[src/rtl/coin_ctrl_if.sv]
// Coin controller bus: sensor/button levels and price in, status and
// pulses out. The controller uses the slave view, the stimulus side the
// master view.
interface coin_ctrl_if;
    logic       coin_half;
    logic       coin_one;
    logic       confirm;
    logic       cancel;
    logic [7:0] price;
    logic       occupy;
    logic [7:0] coin_value;
    logic [7:0] change_value;
    logic       vend;
    logic       refund;
    logic       reject;

    modport master (
        output coin_half, coin_one, confirm, cancel, price,
        input  occupy, coin_value, change_value, vend, refund, reject
    );

    modport slave (
        input  coin_half, coin_one, confirm, cancel, price,
        output occupy, coin_value, change_value, vend, refund, reject
    );
endinterface

[src/rtl/coin_ctrl.sv]
// Vending coin controller: accumulates half-unit credit from two coin
// sensors, vends on confirm when credit covers the price, refunds on
// cancel or after an idle timeout. All outputs are registered and
// reflect the state being entered on each clk_n edge.
module coin_ctrl #(
    parameter int MAX_VALUE = 39,
    parameter int TIMEOUT   = 1000
) (
    input  logic       clk_n,
    input  logic       rst,
    coin_ctrl_if.slave bus
);
    localparam logic [8:0]  MAX_V   = 9'(MAX_VALUE);
    localparam logic [15:0] TO_LAST = 16'(TIMEOUT - 1);

    typedef enum logic [1:0] {
        IDLE    = 2'd0,
        COLLECT = 2'd1,
        VEND    = 2'd2,
        REFUND  = 2'd3
    } state_t;

    state_t      state_q;
    logic        half_prev_q;
    logic        one_prev_q;
    logic        confirm_prev_q;
    logic        cancel_prev_q;
    logic        armed_q;
    logic [15:0] timer_q;
    logic        occupy_q;
    logic [7:0]  coin_value_q;
    logic [7:0]  change_value_q;
    logic        vend_q;
    logic        refund_q;
    logic        reject_q;

    logic        half_edge;
    logic        one_edge;
    logic        confirm_edge;
    logic        cancel_edge;
    logic        coin_edge;
    logic [1:0]  coin_add;
    logic [8:0]  coin_sum;
    logic        coin_fits;
    logic [7:0]  coin_value_d;
    logic        price_met;
    logic [7:0]  change_value_d;
    logic        timed_out;
    logic [15:0] timer_d;

    // Edge detection and the arithmetic the FSM needs this cycle.
    // armed_q masks edges on the first edge after reset, so a level that
    // was already high during reset is not mistaken for a fresh press.
    always_comb begin
        half_edge      = armed_q & bus.coin_half & ~half_prev_q;
        one_edge       = armed_q & bus.coin_one  & ~one_prev_q;
        confirm_edge   = armed_q & bus.confirm   & ~confirm_prev_q;
        cancel_edge    = armed_q & bus.cancel    & ~cancel_prev_q;
        coin_add       = {one_edge, half_edge};
        coin_edge      = |coin_add;
        coin_sum       = {1'b0, coin_value_q} + {7'd0, coin_add};
        coin_fits      = (coin_sum <= MAX_V);
        coin_value_d   = coin_sum[7:0];
        price_met      = (coin_value_q >= bus.price);
        change_value_d = coin_value_q - bus.price;
        timed_out      = (timer_q == TO_LAST);
        timer_d        = timer_q + 16'd1;
    end

    // Previous-sample registers for the four edge detectors.
    always_ff @(posedge clk_n) begin
        if (!rst) begin
            half_prev_q    <= 1'b0;
            one_prev_q     <= 1'b0;
            confirm_prev_q <= 1'b0;
            cancel_prev_q  <= 1'b0;
            armed_q        <= 1'b0;
        end else begin
            half_prev_q    <= bus.coin_half;
            one_prev_q     <= bus.coin_one;
            confirm_prev_q <= bus.confirm;
            cancel_prev_q  <= bus.cancel;
            armed_q        <= 1'b1;
        end
    end

    // Transaction FSM with registered outputs; pulses default low each cycle.
    always_ff @(posedge clk_n) begin
        if (!rst) begin
            state_q        <= IDLE;
            timer_q        <= 16'd0;
            occupy_q       <= 1'b0;
            coin_value_q   <= 8'd0;
            change_value_q <= 8'd0;
            vend_q         <= 1'b0;
            refund_q       <= 1'b0;
            reject_q       <= 1'b0;
        end else begin
            vend_q   <= 1'b0;
            refund_q <= 1'b0;
            reject_q <= 1'b0;
            case (state_q)
                IDLE: begin
                    if (coin_edge) begin
                        if (coin_fits) begin
                            state_q      <= COLLECT;
                            coin_value_q <= coin_value_d;
                            occupy_q     <= 1'b1;
                            timer_q      <= 16'd0;
                        end else begin
                            reject_q <= 1'b1;
                        end
                    end
                end
                COLLECT: begin
                    if (cancel_edge) begin
                        state_q        <= REFUND;
                        refund_q       <= 1'b1;
                        change_value_q <= coin_value_q;
                        coin_value_q   <= 8'd0;
                        occupy_q       <= 1'b0;
                    end else if (confirm_edge) begin
                        // An insufficient confirm still counts as activity.
                        timer_q <= 16'd0;
                        if (price_met) begin
                            state_q        <= VEND;
                            vend_q         <= 1'b1;
                            change_value_q <= change_value_d;
                            coin_value_q   <= 8'd0;
                            occupy_q       <= 1'b0;
                        end
                    end else if (coin_edge && coin_fits) begin
                        coin_value_q <= coin_value_d;
                        timer_q      <= 16'd0;
                    end else begin
                        // A refused coin is not activity: the timer keeps running.
                        reject_q <= coin_edge;
                        if (timed_out) begin
                            state_q        <= REFUND;
                            refund_q       <= 1'b1;
                            change_value_q <= coin_value_q;
                            coin_value_q   <= 8'd0;
                            occupy_q       <= 1'b0;
                        end else begin
                            timer_q <= timer_d;
                        end
                    end
                end
                VEND, REFUND: begin
                    state_q  <= IDLE;
                    reject_q <= coin_edge;
                end
                default: begin
                    state_q <= IDLE;
                end
            endcase
        end
    end

    assign bus.occupy       = occupy_q;
    assign bus.coin_value   = coin_value_q;
    assign bus.change_value = change_value_q;
    assign bus.vend         = vend_q;
    assign bus.refund       = refund_q;
    assign bus.reject       = reject_q;
endmodule

[src/flat_wrapper.sv]
// flat-port wrapper written by rule: the top's interface ports become plain ports
module coin_ctrl_flat 
#(
    parameter int MAX_VALUE = 39,
    parameter int TIMEOUT   = 1000
)
  (clk_n, rst, bus_coin_half, bus_coin_one, bus_confirm, bus_cancel, bus_price, bus_occupy, bus_coin_value, bus_change_value, bus_vend, bus_refund, bus_reject);
  coin_ctrl_if bus_i ();
  input  logic clk_n;
  input  logic rst;
  input wire logic [$bits(bus_i.coin_half)-1:0] bus_coin_half;
  input wire logic [$bits(bus_i.coin_one)-1:0] bus_coin_one;
  input wire logic [$bits(bus_i.confirm)-1:0] bus_confirm;
  input wire logic [$bits(bus_i.cancel)-1:0] bus_cancel;
  input wire logic [$bits(bus_i.price)-1:0] bus_price;
  output wire logic [$bits(bus_i.occupy)-1:0] bus_occupy;
  output wire logic [$bits(bus_i.coin_value)-1:0] bus_coin_value;
  output wire logic [$bits(bus_i.change_value)-1:0] bus_change_value;
  output wire logic [$bits(bus_i.vend)-1:0] bus_vend;
  output wire logic [$bits(bus_i.refund)-1:0] bus_refund;
  output wire logic [$bits(bus_i.reject)-1:0] bus_reject;
  assign bus_i.coin_half = bus_coin_half;
  assign bus_i.coin_one = bus_coin_one;
  assign bus_i.confirm = bus_confirm;
  assign bus_i.cancel = bus_cancel;
  assign bus_i.price = bus_price;
  assign bus_occupy = bus_i.occupy;
  assign bus_coin_value = bus_i.coin_value;
  assign bus_change_value = bus_i.change_value;
  assign bus_vend = bus_i.vend;
  assign bus_refund = bus_i.refund;
  assign bus_reject = bus_i.reject;
  coin_ctrl #(.MAX_VALUE(MAX_VALUE), .TIMEOUT(TIMEOUT)) u_core (.clk_n(clk_n), .rst(rst), .bus(bus_i));
endmodule
[config.mk]
export PLATFORM = sky130hd
export DESIGN_NAME = coin_ctrl_flat
export DESIGN_NICKNAME = d
export VERILOG_FILES = /design/src/rtl/coin_ctrl_if.sv /design/src/rtl/coin_ctrl.sv /design/src/flat_wrapper.sv
export SDC_FILE = /design/constraint.sdc
export NUM_CORES = 1
export LEC_CHECK = 0
export CORE_MARGIN = 10
export CORE_UTILIZATION = 60
export DETAILED_ROUTE_END_ITERATION = 10
export PLACE_DENSITY = 0.86
export SLEW_MARGIN = 20
export SYNTH_ARGS = -nofsm -noshare
export SYNTH_HDL_FRONTEND = slang
export SYNTH_SLANG_ARGS = --single-unit
[constraint.sdc]
create_clock -name clk_n -period 7.05 [get_ports clk_n]
set_input_delay 2.115 -clock clk_n [delete_from_list [all_inputs] [get_ports clk_n]]
set_output_delay 2.115 -clock clk_n [all_outputs]
set_load 0.02 [all_outputs]
==> qor.csv, run 1 <==
stage,metric,value,unit
sta,post-layout minimum cycle time,5290,ps
die,IO Pins,34,
synthesis,"EDFF count, synth",0,
synthesis,top-count cell post-synth,dfxtp_1,
critical_path,Worst Path Arrival,5430,ps
grt,largest net degree at the start of global routing,30,
synthesis,Yosys reg bits,43,
hold_path,WHS Path Cells,2,
cts,Root Buffer,clkbuf_8,
cells_and_area,Area Growth Syn to Fin,16.8,%
grt,first-pass GRT wire length,11.4,mm
die,area of the die,0.00741,mm^2
critical_path,Crit. End Element,flop,
synthesis,ys flop type,dfxtp_1,
cts,CTS Sinks,43,
critical_path,R2R Path End,u_core.timer_q[4]$_SDFFE_PN0P_,
synthesis,synth cell count leaders,"43 x dfxtp_1, 36 x a21oi_1, 23 x nand2_1",
synthesis,mapped cell area,0.00262,mm^2
hold_path,hold path endpoint,u_core.bus.change_value[1]$_SDFFE_PN0P_,
sta,period utilization,75.0,%
place,Detailed Place HPWL,5.10,mm
synthesis,syn avg cell area,8.27,um^2
cells_and_area,Antenna Cells,0,
grt,GRT Residual Overflow,0,
synthesis,share of the synthesized area in the top cell type,32.9,%
synthesis,cell taking the most area after synthesis,dfxtp_1,
routing,Post-DRT Antenna Nets,0,
synthesis,Syn Inst Count,317,
cells_and_area,fin cells,397,
routing,WL/cell,16.5,um
critical_path,reg2reg setup slack,3620,ps
sta,final hold vios,0,
critical_path,kind of critical path,input port to flop,
cts,CTS Hold Bufs,0,
place,routability cong.,0.842,
grt,via count of the first global-routing pass,2509,
grt,GRT Total Usage,18.2,%
pwr,P_leak,1.09,nW
sta,pins over their slew limit,0,
synthesis,Unique masters post-synth,60,
synthesis,YS warnings,0,
routing,Vias/cell,6.43,
die,die height,86.1,um
routing,drt initial violations,250,
critical_path,Reg2Reg Depth,10,
critical_path,RR Startpoint,u_core.armed_q$_DFF_P_,
routing,via count,2553,
critical_path,crit path launch type,input port,
die,Die X,86.1,um
place,Cells after DPL,389,
synthesis,top post-synthesis cells by area,"dfxtp_1 33%, a21oi_1 6.9%, ha_1 5.3%",
cts,cts repair resizes,0,
cts,clock transition at the registers of the reported paths,100,ps
cts,CTS tree,built,
status,outcome,"complete, no violations",
routing,DRC errors left,0,
synthesis,sequential share of the synthesized area,32.9,%
die,Initial Utilization,63.7,%
sta,FMAX,0.189,GHz
sta,Rel. slew slack,31.7,%
place,Setup Slack @ Placement,1470,ps
job,Max-cap violations,0,
cells_and_area,fin nets,373,
cts,H-tree depth,2,
sta,PnR worst setup slack,1760,ps
sta,Hold WS,485,ps
sta,# setup viols final,0,
synthesis,Syn Nets,344,
synthesis,asr flop ratio synth,0,%
sta,TNS Setup,0,ps
sta,RSZ-0062 raised after global routing,no,
grt,initial antenna violation count,0,
sta,Setup Skew,17.6,ps
hold_path,hold crit path type,flop to flop,
sta,worst-margin pin slew,1020,ps
place,I/O Buffers,33,
pwr,cell area power density,164,mW/mm^2
critical_path,worst-path fanout max,29,
die,Placement Rows,23,
cts,later-pin clock latency in the skew report,300,ps
cells_and_area,fillers,337,
pwr,Tot Pwr,0.502,mW
cts,CTS Buf Count,5,
cells_and_area,share of cells above drive strength 1,5.48,%
routing,1st-pass router iterations,4,
cts,Max clock buf depth,2,
hold_path,Hold Path Origin,u_core.bus.change_value[1]$_SDFFE_PN0P_,
cts,post-CTS setup repair buffer count,0,
pwr,peak supply drop,0.125,mV
die,Core Region,0.00412,mm^2
routing,total wire length,6.54,mm
critical_path,Crit path required time,7190,ps
-- metrics by stage --
stage	utilization (%)	cell area (um^2)
floorplan	-	2620
global placement	72.1	2970
detailed placement	72.1	2970
CTS	74.4	3060
global route	74.4	3060
finish	74.4	3060
-- cell type report --
type	count	area [um^2]	area share, %
multi-input combinational	241	1630	53.2
sequential	43	861	28.1
timing repair buffer	34	338	11.0
inverter	21	78.8	2.58
clock buffer	5	68.8	2.25
tap	50	62.6	2.04
clock inverter	3	23.8	0.777
-- where the power goes --
group	switching [mW]	leakage (nW)	internal [mW]
registers	0.00627	0.349	0.249
logic	0.0496	0.705	0.0340
clock network	0.0928	0.0408	0.0709
-- flip-flops by register name, summed over array words and instances (netlist names) --
register                 flops
u_core.bus.coin_value        8
u_core.state_q               2
u_core.bus.change_value      8
u_core.half_prev_q           1
u_core.bus.occupy            1
u_core.bus.vend              1
u_core.bus.refund            1
u_core.one_prev_q            1
u_core.confirm_prev_q        1
u_core.bus.reject            1
u_core.cancel_prev_q         1
u_core.armed_q               1
u_core.timer_q              16
-- per-layer routing --
metal  global-route usage, %  vias up  wire length [um]
met3                    3.78       15               252
met2                    32.7       62              3380
met1                    20.4     1204              2760
met5                       0        -                 0
met4                    6.74        0               150
li1                        -     1272                 -
-- cell families (layout without fill, tap and decap cells) --
kind of cell	after synthesis	after routing	synth area share [%]
fa+ha+maj	13	13	6.78
flops	43	43	32.9
mux	1	1	0.382
xor+xnor	3	3	1.00
simple gates	110	110	23.6
compound gates	114	114	30.3
buf+inv	33	63	5.01
-- critical path: stages --
cell             delay [ps]
clkdlybuf4s50_1         420
and3b_1                 200
ha_1                    230
fa_1                    450
nor2b_1                 160
o31ai_1                 240
o22a_1                  380
a21oi_1                 110
buf_4                   230
o21ai_1                 780
a21oi_1                  90
-- cells in the final DEF, fill, tap and decap left out, types with 5 or more instances in the layout --
cell type	n
or4_1	7
dfxtp_1	43
ha_1	11
inv_1	20
and3_1	9
nand4_1	7
o31ai_1	11
nand2_1	23
and2_1	7
a211oi_1	8
o21ai_0	15
nor2_1	12
clkdlybuf4s50_1	33
clkbuf_8	5
a21oi_1	36
nand3_1	8
or3_1	6
nor3_1	10
-- worst max-delay path by stage --
stage	end	from	cells after the start	slack, ps
6_report	u_core.timer_q[4]$_SDFFE_PN0P_	bus_coin_half	11	1760
5_1_grt	u_core.timer_q[4]$_SDFFE_PN0P_	bus_coin_half	11	1430
4_1_cts	u_core.timer_q[1]$_SDFFE_PN0P_	bus_coin_half	11	1790
3_5_place_dp	u_core.timer_q[1]$_SDFFE_PN0P_	bus_coin_half	11	1470
3_3_place_gp	u_core.timer_q[0]$_SDFFE_PN0P_	bus_coin_half	11	1600
2_1_floorplan	u_core.timer_q[0]$_SDFFE_PN0P_	bus_coin_half	11	2590
Power figures use the tool's default switching activity.
==> inputs of run 2 (changes only) <==
--- a/config.mk
+++ b/config.mk
@@ -6,9 +6,9 @@
 export NUM_CORES = 1
 export LEC_CHECK = 0
 export CORE_MARGIN = 10
-export CORE_UTILIZATION = 60
+export CORE_UTILIZATION = 55
 export DETAILED_ROUTE_END_ITERATION = 10
-export PLACE_DENSITY = 0.86
+export PLACE_DENSITY = 0.8
 export SLEW_MARGIN = 20
 export SYNTH_ARGS = -nofsm -noshare
 export SYNTH_HDL_FRONTEND = slang
==> constraint.sdc (replaced) <==
create_clock -name clk_n -period 5.07 [get_ports clk_n]
set_input_delay 1.521 -clock clk_n [delete_from_list [all_inputs] [get_ports clk_n]]
set_output_delay 1.521 -clock clk_n [all_outputs]
set_load 0.02 [all_outputs]
==> qor.csv, run 2 (same netlist as run 1, synthesis figures left out) <==
stage,metric,value,unit,change
cells_and_area,share of cells above drive strength 1,6.02,%,was 5.48%
cells_and_area,Area Growth Syn to Fin,19.2,%,was 16.8%
die,Die X,89.0,um,was 86.1 um
routing,via count,2571,,was 2553
sta,final hold vios,0,,unchanged
cts,CTS Buf Count,5,,unchanged
die,Core Region,0.00466,mm^2,was 0.00412 mm^2
pwr,P_leak,1.13,nW,was 1.09 nW
cells_and_area,most frequent cells in the layout,"43 x dfxtp_1, 36 x a21oi_1, 33 x clkdlybuf4s50_1, 23 x nand2_1, 20 x inv_1",,unchanged
sta,TNS Setup,0,ps,unchanged
pwr,peak supply drop,0.146,mV,was 0.125 mV
routing,total wire length,6.72,mm,was 6.54 mm
sta,PnR worst setup slack,691,ps,was 1760 ps
routing,drt initial violations,179,,was 250
critical_path,crit path launch type,input port,,unchanged
pwr,internal power,0.591,mW,was 0.354 mW
sta,FMAX,0.228,GHz,
routing,Vias/cell,6.38,,was 6.43
cts,clock transition at the registers of the reported paths,80,ps,was 100 ps
cts,later-pin clock latency in the skew report,310,ps,was 300 ps
sta,Hold WS,484,ps,was 485 ps
critical_path,worst-path fanout max,29,,unchanged
pwr,clock power share,40.6,%,was 32.6%
pwr,Flop pwr share,44.4,%,was 50.8%
grt,GRT Total Usage,17.8,%,was 18.2%
die,die height,89.0,um,was 86.1 um
sta,pins over their slew limit,0,,unchanged
pwr,Sw Pwr,0.207,mW,was 0.149 mW
cells_and_area,Antenna Cells,0,,unchanged
sta,Setup Skew,11.9,ps,was 17.6 ps
routing,1st-pass router iterations,5,,was 4
grt,first-pass GRT wire length,11.3,mm,was 11.4 mm
cts,CTS tree,built,,unchanged
place,I/O Buffers,33,,unchanged
cts,Root Buffer,clkbuf_8,,unchanged
critical_path,kind of critical path,input port to flop,,unchanged
sta,post-layout minimum cycle time,4380,ps,
die,Initial Utilization,56.2,%,was 63.7%
cells_and_area,fin nets,375,,was 373
sta,Rel. slew slack,53.4,%,was 31.7%
critical_path,Crit path required time,5300,ps,was 7190 ps
cts,CTS Sinks,43,,unchanged
cells_and_area,"commonest non-fill, non-tap cell in the layout",dfxtp_1,,unchanged
cts,Max clock buf depth,2,,unchanged
pwr,Sw Share,26.0,%,was 29.6%
cts,cts repair resizes,0,,unchanged
critical_path,Crit. End Element,flop,,unchanged
place,routability cong.,0.855,,was 0.842
sta,# setup viols final,0,,unchanged
routing,DRC errors left,0,,unchanged
die,IO Pins,34,,unchanged
cells_and_area,Biggest register,u_core.timer_q,,unchanged
sta,RSZ-0062 raised after global routing,no,,unchanged
cts,post-CTS setup repair buffer count,0,,unchanged
hold_path,hold crit path type,flop to flop,,unchanged
pwr,Gate power share,15.0,%,was 16.6%
sta,period utilization,86.4,%,
critical_path,Worst Path Arrival,4610,ps,was 5430 ps
routing,Post-DRT Antenna Nets,0,,unchanged
sta,worst-margin pin slew,693,ps,was 1020 ps
place,Setup Slack @ Placement,412,ps,was 1470 ps
pwr,cell area power density,256,mW/mm^2,was 164 mW/mm^2
routing,WL/cell,16.7,um,was 16.5 um
job,Max-cap violations,0,,unchanged
place,Detailed Place HPWL,4.88,mm,was 5.10 mm
die,area of the die,0.00792,mm^2,was 0.00741 mm^2
status,outcome,"complete, no violations",,unchanged
grt,largest net degree at the start of global routing,30,,unchanged
grt,GRT Residual Overflow,0,,unchanged
cells_and_area,max reg flops,16,,unchanged
grt,via count of the first global-routing pass,2343,,was 2509
grt,initial antenna violation count,0,,unchanged
die,Placement Rows,25,,was 23
cts,CTS Hold Bufs,0,,unchanged
cts,H-tree depth,2,,unchanged
==> run 2: cell types whose count changed in the layout (fill, tap and decap cells not counted) <==
cell and delta:
bufinv_16 +2, inv_6 -1, clkinvlp_4 -1, buf_4 +2
==> run 2: path summary, 6_finish.rpt <==
kind	start	endpoint	slack, ps	cells after the start
min	u_core.bus.change_value[1]$_SDFFE_PN0P_	u_core.bus.change_value[1]$_SDFFE_PN0P_	480	2
max reg2reg	u_core.armed_q$_DFF_P_	u_core.timer_q[15]$_SDFFE_PN0P_	1940	10
max	bus_coin_half	u_core.timer_q[15]$_SDFFE_PN0P_	690	11
min reg2reg	u_core.bus.change_value[1]$_SDFFE_PN0P_	u_core.bus.change_value[1]$_SDFFE_PN0P_	480	2
==> run 2: per-stage QoR <==
step / area (um^2) / utilization [%] / instances / power [mW]
after floorplan: 2620 / - / 317 / 0.441
after global placement: 2990 / 64.1 / 395 / 0.479
after detailed placement: 2990 / 64.1 / 395 / 0.481
after CTS: 3120 / 67.0 / 403 / 0.799
after global routing: 3120 / 67.0 / 403 / 0.830
final: 3120 / 67.0 / 403 / 0.799
==> run 2: worst max-delay path, stage by stage <==
cell and delay (ps):
clkdlybuf4s50_1 410, and3b_1 200, ha_1 220, fa_1 450, nor2b_1 170, o31ai_1 240
o22a_1 380, a21oi_1 110, buf_4 230, or4_1 510, a21oi_1 160
==> run 2: power groups by stage <==
stage / registers [mW] / clock network (mW) / logic (mW)
global route: 0.356 / 0.341 / 0.133
global placement: 0.362 / 0 / 0.116
CTS: 0.355 / 0.325 / 0.119
floorplan: 0.363 / 0 / 0.0774
detailed placement: 0.362 / 0 / 0.118
finish: 0.355 / 0.324 / 0.120
==> run 2: layout make-up <==
type,instances,area [um^2]
Clock inverter,3,67.6
Clock buffer,5,68.8
Fill cell,395,1540
Tap cell,54,67.6
Sequential cell,43,861
Inverter,21,78.8
Multi-Input combinational cell,241,1630
Timing Repair Buffer,36,353
==> run 2: per-layer routing <==
metal  part of all wire (%)  vias up  routed length, um  GRT usage, %
met5                      0        -                  0             0
met2                     44       94               2990          26.5
li1                       -     1274                  -             -
met3                    7.4       11                498          5.20
met4                    1.6        0                109          6.36
met1                     46     1192               3120          23.7
==> inputs of run 3 (changes only) <==
--- a/config.mk
+++ b/config.mk
@@ -5,6 +5,7 @@
 export SDC_FILE = /design/constraint.sdc
 export NUM_CORES = 1
 export LEC_CHECK = 0
+export CAP_MARGIN = 20
 export CORE_MARGIN = 10
 export CORE_UTILIZATION = 55
 export DETAILED_ROUTE_END_ITERATION = 10
==> constraint.sdc (replaced) <==
create_clock -name clk_n -period 4.9 [get_ports clk_n]
set_input_delay 1.47 -clock clk_n [delete_from_list [all_inputs] [get_ports clk_n]]
set_output_delay 1.47 -clock clk_n [all_outputs]
set_load 0.02 [all_outputs]
==> results of run 3 <==
The final DEF is identical to that of run 2. Status: complete, no violations.
Among the figures that moved: setup slack after placement 412 ps -> 293 ps; setup slack after layout 691 ps -> 572 ps; register-to-register setup slack 1940 ps -> 1770 ps; total power 0.799 mW -> 0.826 mW; worst IR drop on VDD 0.146 mV -> 0.151 mV
